`src/rtl/keypad_scan_controller_if.sv`:
```
// Keypad scan controller bus: keypad row/column lines plus the decoded key
// outputs. The master side is the scan controller; the slave side is the
// keypad/consumer side that drives the rows and observes the key outputs.
interface keypad_scan_controller_if;
   logic [3:0] row;
   logic [3:0] shift_col;
   logic [3:0] key_code;
   logic       key_valid;
   logic       key_held;

   modport master (
      input  row,
      output shift_col,
      output key_code,
      output key_valid,
      output key_held
   );

   modport slave (
      output row,
      input  shift_col,
      input  key_code,
      input  key_valid,
      input  key_held
   );
endinterface

```
`src/rtl/keypad_scan_controller.sv`:
```
// 4x4 hex keypad scanner: strobes one column low at a time, samples the
// synchronized rows, debounces press and release of a single key and reports
// its code with a one-cycle valid pulse. Simultaneous rows low in one column
// are treated as ghosting and ignored.
// Optional feature macro: KEYPAD_REPEAT_EN adds auto-repeat pulses while a
// key stays held.
module keypad_scan_controller #(
   parameter int SCAN_DIV        = 1000,
   parameter int DEBOUNCE_CYCLES = 20000,
   parameter int REPEAT_CYCLES   = 200000
) (
   input logic                      clk,
   input logic                      reset,
   keypad_scan_controller_if.master bus
);

   localparam int DWELL_W = $clog2(SCAN_DIV);
   localparam int CNT_W   = $clog2(DEBOUNCE_CYCLES);
   localparam logic [DWELL_W-1:0] DWELL_LAST = DWELL_W'(SCAN_DIV - 1);
   localparam logic [CNT_W-1:0]   CNT_LAST   = CNT_W'(DEBOUNCE_CYCLES - 1);

   typedef enum logic [1:0] {
      SCAN,
      DEBOUNCE,
      HELD,
      RELEASE
   } state_t;

   state_t             state, state_n;
   logic [3:0]         row_meta, row_s;
   logic [DWELL_W-1:0] dwell, dwell_n;
   logic [CNT_W-1:0]   cnt, cnt_n;
   logic [3:0]         cap_row, cap_row_n;
   logic [3:0]         shift_col_r, shift_col_n;
   logic [3:0]         key_code_r, key_code_n;
   logic               key_valid_r, key_valid_n;
   logic               key_held_r, key_held_n;

`ifdef KEYPAD_REPEAT_EN
   localparam int RPT_W = $clog2(DEBOUNCE_CYCLES + REPEAT_CYCLES);
   localparam logic [RPT_W-1:0] RPT_LAST   = RPT_W'(DEBOUNCE_CYCLES + REPEAT_CYCLES - 1);
   localparam logic [RPT_W-1:0] RPT_RELOAD = RPT_W'(DEBOUNCE_CYCLES);
   logic [RPT_W-1:0] rpt, rpt_n;
`endif

   // True when exactly one row line is pulled low
   function automatic logic single_low(input logic [3:0] v);
      logic [3:0] low;
      low = ~v;
      return (low != 4'b0000) && ((low & (low - 4'd1)) == 4'b0000);
   endfunction

   // Bit position of the low line in a one-cold pattern
   function automatic logic [1:0] low_index(input logic [3:0] v);
      logic [1:0] idx;
      idx = 2'd0;
      for (int i = 0; i < 4; i++) begin
         if (!v[i]) idx = 2'(i);
      end
      return idx;
   endfunction

   // Two-flop synchronizer for the asynchronous row lines (idle high)
   always_ff @(posedge clk or posedge reset) begin
      if (reset) begin
         row_meta <= 4'b1111;
         row_s    <= 4'b1111;
      end else begin
         row_meta <= bus.row;
         row_s    <= row_meta;
      end
   end

   // State, counters and registered outputs
   always_ff @(posedge clk or posedge reset) begin
      if (reset) begin
         state       <= SCAN;
         dwell       <= '0;
         cnt         <= '0;
         cap_row     <= 4'b1111;
         shift_col_r <= 4'b1110;
         key_code_r  <= 4'h0;
         key_valid_r <= 1'b0;
         key_held_r  <= 1'b0;
`ifdef KEYPAD_REPEAT_EN
         rpt         <= '0;
`endif
      end else begin
         state       <= state_n;
         dwell       <= dwell_n;
         cnt         <= cnt_n;
         cap_row     <= cap_row_n;
         shift_col_r <= shift_col_n;
         key_code_r  <= key_code_n;
         key_valid_r <= key_valid_n;
         key_held_r  <= key_held_n;
`ifdef KEYPAD_REPEAT_EN
         rpt         <= rpt_n;
`endif
      end
   end

   // Scan/debounce/held/release sequencing; every state change clears the counters
   always_comb begin
      state_n     = state;
      dwell_n     = dwell;
      cnt_n       = cnt;
      cap_row_n   = cap_row;
      shift_col_n = shift_col_r;
      key_code_n  = key_code_r;
      key_valid_n = 1'b0;
      key_held_n  = key_held_r;
`ifdef KEYPAD_REPEAT_EN
      rpt_n       = rpt;
`endif
      case (state)
         SCAN: begin
            if (dwell == DWELL_LAST) begin
               dwell_n = '0;
               if (single_low(row_s)) begin
                  cap_row_n = row_s;
                  cnt_n     = '0;
                  state_n   = DEBOUNCE;
               end else begin
                  shift_col_n = {shift_col_r[2:0], shift_col_r[3]};
               end
            end else begin
               dwell_n = dwell + 1'b1;
            end
         end
         DEBOUNCE: begin
            if (row_s != cap_row) begin
               state_n = SCAN;
               dwell_n = '0;
               cnt_n   = '0;
            end else if (cnt == CNT_LAST) begin
               key_code_n  = {low_index(shift_col_r), low_index(cap_row)};
               key_valid_n = 1'b1;
               key_held_n  = 1'b1;
               cnt_n       = '0;
               state_n     = HELD;
`ifdef KEYPAD_REPEAT_EN
               rpt_n       = '0;
`endif
            end else begin
               cnt_n = cnt + 1'b1;
            end
         end
         HELD: begin
            if (row_s == 4'b1111) begin
               cnt_n   = '0;
               state_n = RELEASE;
`ifdef KEYPAD_REPEAT_EN
               rpt_n   = '0;
            end else if (rpt == RPT_LAST) begin
               key_valid_n = 1'b1;
               rpt_n       = RPT_RELOAD;
            end else begin
               rpt_n = rpt + 1'b1;
`endif
            end
         end
         RELEASE: begin
            if (row_s != 4'b1111) begin
               cnt_n   = '0;
               state_n = HELD;
            end else if (cnt == CNT_LAST) begin
               cnt_n       = '0;
               dwell_n     = '0;
               key_held_n  = 1'b0;
               shift_col_n = {shift_col_r[2:0], shift_col_r[3]};
               state_n     = SCAN;
            end else begin
               cnt_n = cnt + 1'b1;
            end
         end
         default: begin
            state_n = SCAN;
         end
      endcase
   end

   assign bus.shift_col = shift_col_r;
   assign bus.key_code  = key_code_r;
   assign bus.key_valid = key_valid_r;
   assign bus.key_held  = key_held_r;

endmodule

```
`src/flat_wrapper.sv`:
```
// flat-port wrapper written by rule: the top's interface ports become plain ports
module keypad_scan_controller_flat 
#(
   parameter int SCAN_DIV        = 1000,
   parameter int DEBOUNCE_CYCLES = 20000,
   parameter int REPEAT_CYCLES   = 200000
)
  (clk, reset, bus_row, bus_shift_col, bus_key_code, bus_key_valid, bus_key_held);
  keypad_scan_controller_if bus_i ();
  input logic clk;
  input logic reset;
  input wire logic [$bits(bus_i.row)-1:0] bus_row;
  output wire logic [$bits(bus_i.shift_col)-1:0] bus_shift_col;
  output wire logic [$bits(bus_i.key_code)-1:0] bus_key_code;
  output wire logic [$bits(bus_i.key_valid)-1:0] bus_key_valid;
  output wire logic [$bits(bus_i.key_held)-1:0] bus_key_held;
  assign bus_i.row = bus_row;
  assign bus_shift_col = bus_i.shift_col;
  assign bus_key_code = bus_i.key_code;
  assign bus_key_valid = bus_i.key_valid;
  assign bus_key_held = bus_i.key_held;
  keypad_scan_controller #(.SCAN_DIV(SCAN_DIV), .DEBOUNCE_CYCLES(DEBOUNCE_CYCLES), .REPEAT_CYCLES(REPEAT_CYCLES)) u_core (.clk(clk), .reset(reset), .bus(bus_i));
endmodule
```
`config.mk`:
```
export PLATFORM = sky130hd
export DESIGN_NAME = keypad_scan_controller_flat
export DESIGN_NICKNAME = d
export VERILOG_FILES = /design/src/rtl/keypad_scan_controller_if.sv /design/src/rtl/keypad_scan_controller.sv /design/src/flat_wrapper.sv
export SDC_FILE = /design/constraint.sdc
export NUM_CORES = 1
export LEC_CHECK = 0
export ABC_CLOCK_PERIOD_IN_PS = 3200
export BUFFER_PORTS_ARGS = -buffer_cell sky130_fd_sc_hd__buf_2
export CAP_MARGIN = 40
export CORE_UTILIZATION = 38
export CTS_BUF_LIST = sky130_fd_sc_hd__clkbuf_16
export DETAILED_ROUTE_END_ITERATION = 6
export SLEW_MARGIN = 40
export SYNTH_ARGS = -nofsm -noshare
export SYNTH_HDL_FRONTEND = slang
export SYNTH_SLANG_ARGS = --single-unit
```
`constraint.sdc`:
```
create_clock -name clk -period 3.2 [get_ports clk]
set_clock_uncertainty 0.05 [all_clocks]
set_input_delay 0.48 -clock clk [delete_from_list [all_inputs] [get_ports clk]]
set_output_delay 0.48 -clock clk [all_outputs]
set_load 0.05 [all_outputs]
```
==> reports/results.ini <==
[logic_synthesis]
synth_edf_count = 0
async_flop_share = 1.00
synth-seq-cells = 49
syn_avg_cell_area_um2 = 10.4
synth_nets = 257
ys.flop_type = dfrtp_1
synthCells = 244
ys_types = 45
synth_area_um2 = 2530
synth_seq_area_share = 0.492
yosys_warnings = 0

[cts]
clkLatencyLatePin_ns = 0.28
cts_tree = done
cts_setup_buffers = 0
clk_pin_slew_ns = 0.06
root_buffer = clkbuf_16
hold_buffers = 0
ctsHtreeMaxLevel = 2
cts_buffer_depth = 2
ctsResizeCount = 0
cts.sinks = 49
cts-buffers-inserted = 5

[layout]
syn_to_final_growth_pct = 12.4
fin_nets = 275
final_area_um2 = 2840
diodes = 0
layout-drive-gt1-share = 0.209

[hold_path]
hp-class = input port to async pin

[global_route]
grt_pass1_vias = 1808
grt_max_degree = 50
track_usage = 0.145
antenna_found_initial = 0
grt-ovfl-total = 0
grt_pass1_wl_um = 8260

[setup_path]
crit_path_max_fanout = 14
crit_start = u_core.row_s[2]
reg2reg_slack_ns = 0.64
worstSetupPathType = flip-flop to flip-flop
crit_end = u_core.dwell[3]
cp-end-kind = flip-flop
r2r-start = u_core.row_s[2]
critPathLaunchType = flip-flop
reg2reg_depth = 6
worstPathRequired_ns = 3.34
crit_arrival_ns = 2.69
rr_endpoint = u_core.dwell[3]

[floorplan]
start_util = 0.396
num_io_pins = 16
die_width_um = 83.6
fp.coreArea_um2 = 6390
die_area_um2 = 6980
fp-row-count = 29
fp.dieH_um = 83.6

[timing]
max_freq_ghz = 0.391
tns_ns = 0
slew_viol_final = 0
worstMarginPinSlew_ns = 0.589
min_period_ns = 2.56
period_share = 0.799
rsz0062_at_grt = no
finalSetupViolCount = 0
hold_viol = 0
slew_headroom = 0.607
layout_setup_ws_ns = 0.644

[power_and_ir_drop]
p_per_area_nw_per_um2 = 433
p_leak_nw = 1.35
p_total_w = 0.00123
irDropWorstVdd_mv = 0.369

[detailed_routing]
first_pass_iters = 4
ant_nets = 0
drc_errors = 0
wl_um = 4630
drt_iter0_markers = 92
viasPerCell = 5.39
wl_per_cell_um = 13.6
detailroute.via_count = 1834

[run]
cap_violations = 0

[status]
run_status = completed

[place]
placed_cell_area_um2 = 2680
place.gp.congestion = 0.817
io_buffers = 15
hpwl_um = 3330
dp_worst_setup_slack_ns = 0.665

## critical path: stages (launching register included)
cell	delay, ns
dfstp_2	0.62
xor2_1	0.26
nor4_4	0.10
a21oi_1	0.37
nand2_1	0.36
or4_1	0.58
o211ai_1	0.12
## Yosys cell counts, types with 4 or more instances
library cell / instances / area (um^2)
xor2_1: 11 / 96.3
inv_1: 9 / 33.8
a21o_1: 4 / 30.0
ha_1: 7 / 87.6
and3_1: 11 / 68.8
nand2_1: 23 / 86.3
dfstp_2: 15 / 394
a22o_1: 4 / 35.0
nand4_1: 6 / 37.5
nor2_1: 21 / 78.8
nand3_1: 15 / 75.1
dfrtp_1: 34 / 851
mux2_2: 9 / 101
o21ai_0: 17 / 85.1
a21oi_1: 10 / 50.1
## area by class of cell
| cell class | count | area (um^2) |
|---|---|---|
| Clock buffer | 5 | 125 |
| Clock inverter | 3 | 37.5 |
| Fill cell | 623 | 3540 |
| Inverter | 9 | 36.3 |
| Multi-Input combinational cell | 182 | 1230 |
| Sequential cell | 49 | 1240 |
| Tap cell | 77 | 96.3 |
| Timing Repair Buffer | 15 | 75.1 |
## flip-flops by register name (all words and copies together), names as in the netlist
signal,flops
u_core.bus.key_held,1
u_core.row_s,4
u_core.row_meta,4
u_core.bus.shift_col,4
u_core.state,2
u_core.dwell,10
u_core.bus.key_valid,1
u_core.bus.key_code,4
u_core.cap_row,4
u_core.cnt,15
## where the power goes
group	leakage (nW)	switching, W	total (W)	internal (W)
combinational	0.649	0.0000176	0.0000243	0.00000665
sequential	0.617	0.00000643	0.000636	0.000629
clock	0.0826	0.000208	0.000571	0.000363
## layout by cell type, fill, tap and decap left out, types with 2 or more instances in the layout
master      n
xor2_1     11
dfrtp_1    34
and3_1     11
o31ai_1     3
o211ai_1    2
nand2b_1    3
mux2_2      9
o41ai_1     2
a21boi_0    2
nor3_1      3
nand3_1    15
nand4b_1    2
nor2_1     21
and4_1      2
clkbuf_16   5
buf_2      15
inv_1       9
nand2_1    23
o21ai_0    17
a21o_1      4
or4_1       3
and2_1      3
a21oi_1    10
ha_1        7
a22o_1      4
nor2b_1     2
dfstp_2    15
nand4_1     6
## worst min path at each step
stage	to	slack [ns]	cells after the start	from
finish	u_core.bus.shift_col[0]	0.21	2	reset
global route	u_core.row_meta[0]	0.23	1	bus_row[0]
CTS	u_core.row_meta[0]	0.23	1	bus_row[0]
detailed placement	u_core.row_s[0]	0.30	0	u_core.row_meta[0]
global placement	u_core.row_s[2]	0.30	0	u_core.row_meta[2]
floorplan	u_core.row_s[0]	0.30	0	u_core.row_meta[0]
## metal layers
metal  GRT usage  vias to the layer above  wire [um]
met1       0.205                      887       2430
li1            -                      909          -
met3      0.0326                        5        136
met5           0                        -          0
met2       0.224                       33       2030
met4      0.0401                        0         45
## per-stage QoR
| step | std cells | hold slack [ns] | utilization |
|---|---|---|---|
| floorplan | 244 | 0.295 | - |
| global placement | 332 | 0.295 | 0.419 |
| detailed placement | 332 | 0.297 | 0.420 |
| CTS | 340 | 0.234 | 0.445 |
| global route | 340 | 0.228 | 0.445 |
| finish | 340 | 0.209 | 0.445 |
## logic make-up after synthesis
family / synth area share
multiplexers: 0.0445
adder cells (fa/ha/maj): 0.0346
flip-flops: 0.492
AND/OR/NAND/NOR: 0.240
buffers and inverters: 0.0223
XOR/XNOR: 0.0416
AO/OA/AOI/OAI: 0.125
No activity file was read; power rests on OpenSTA's default activity.
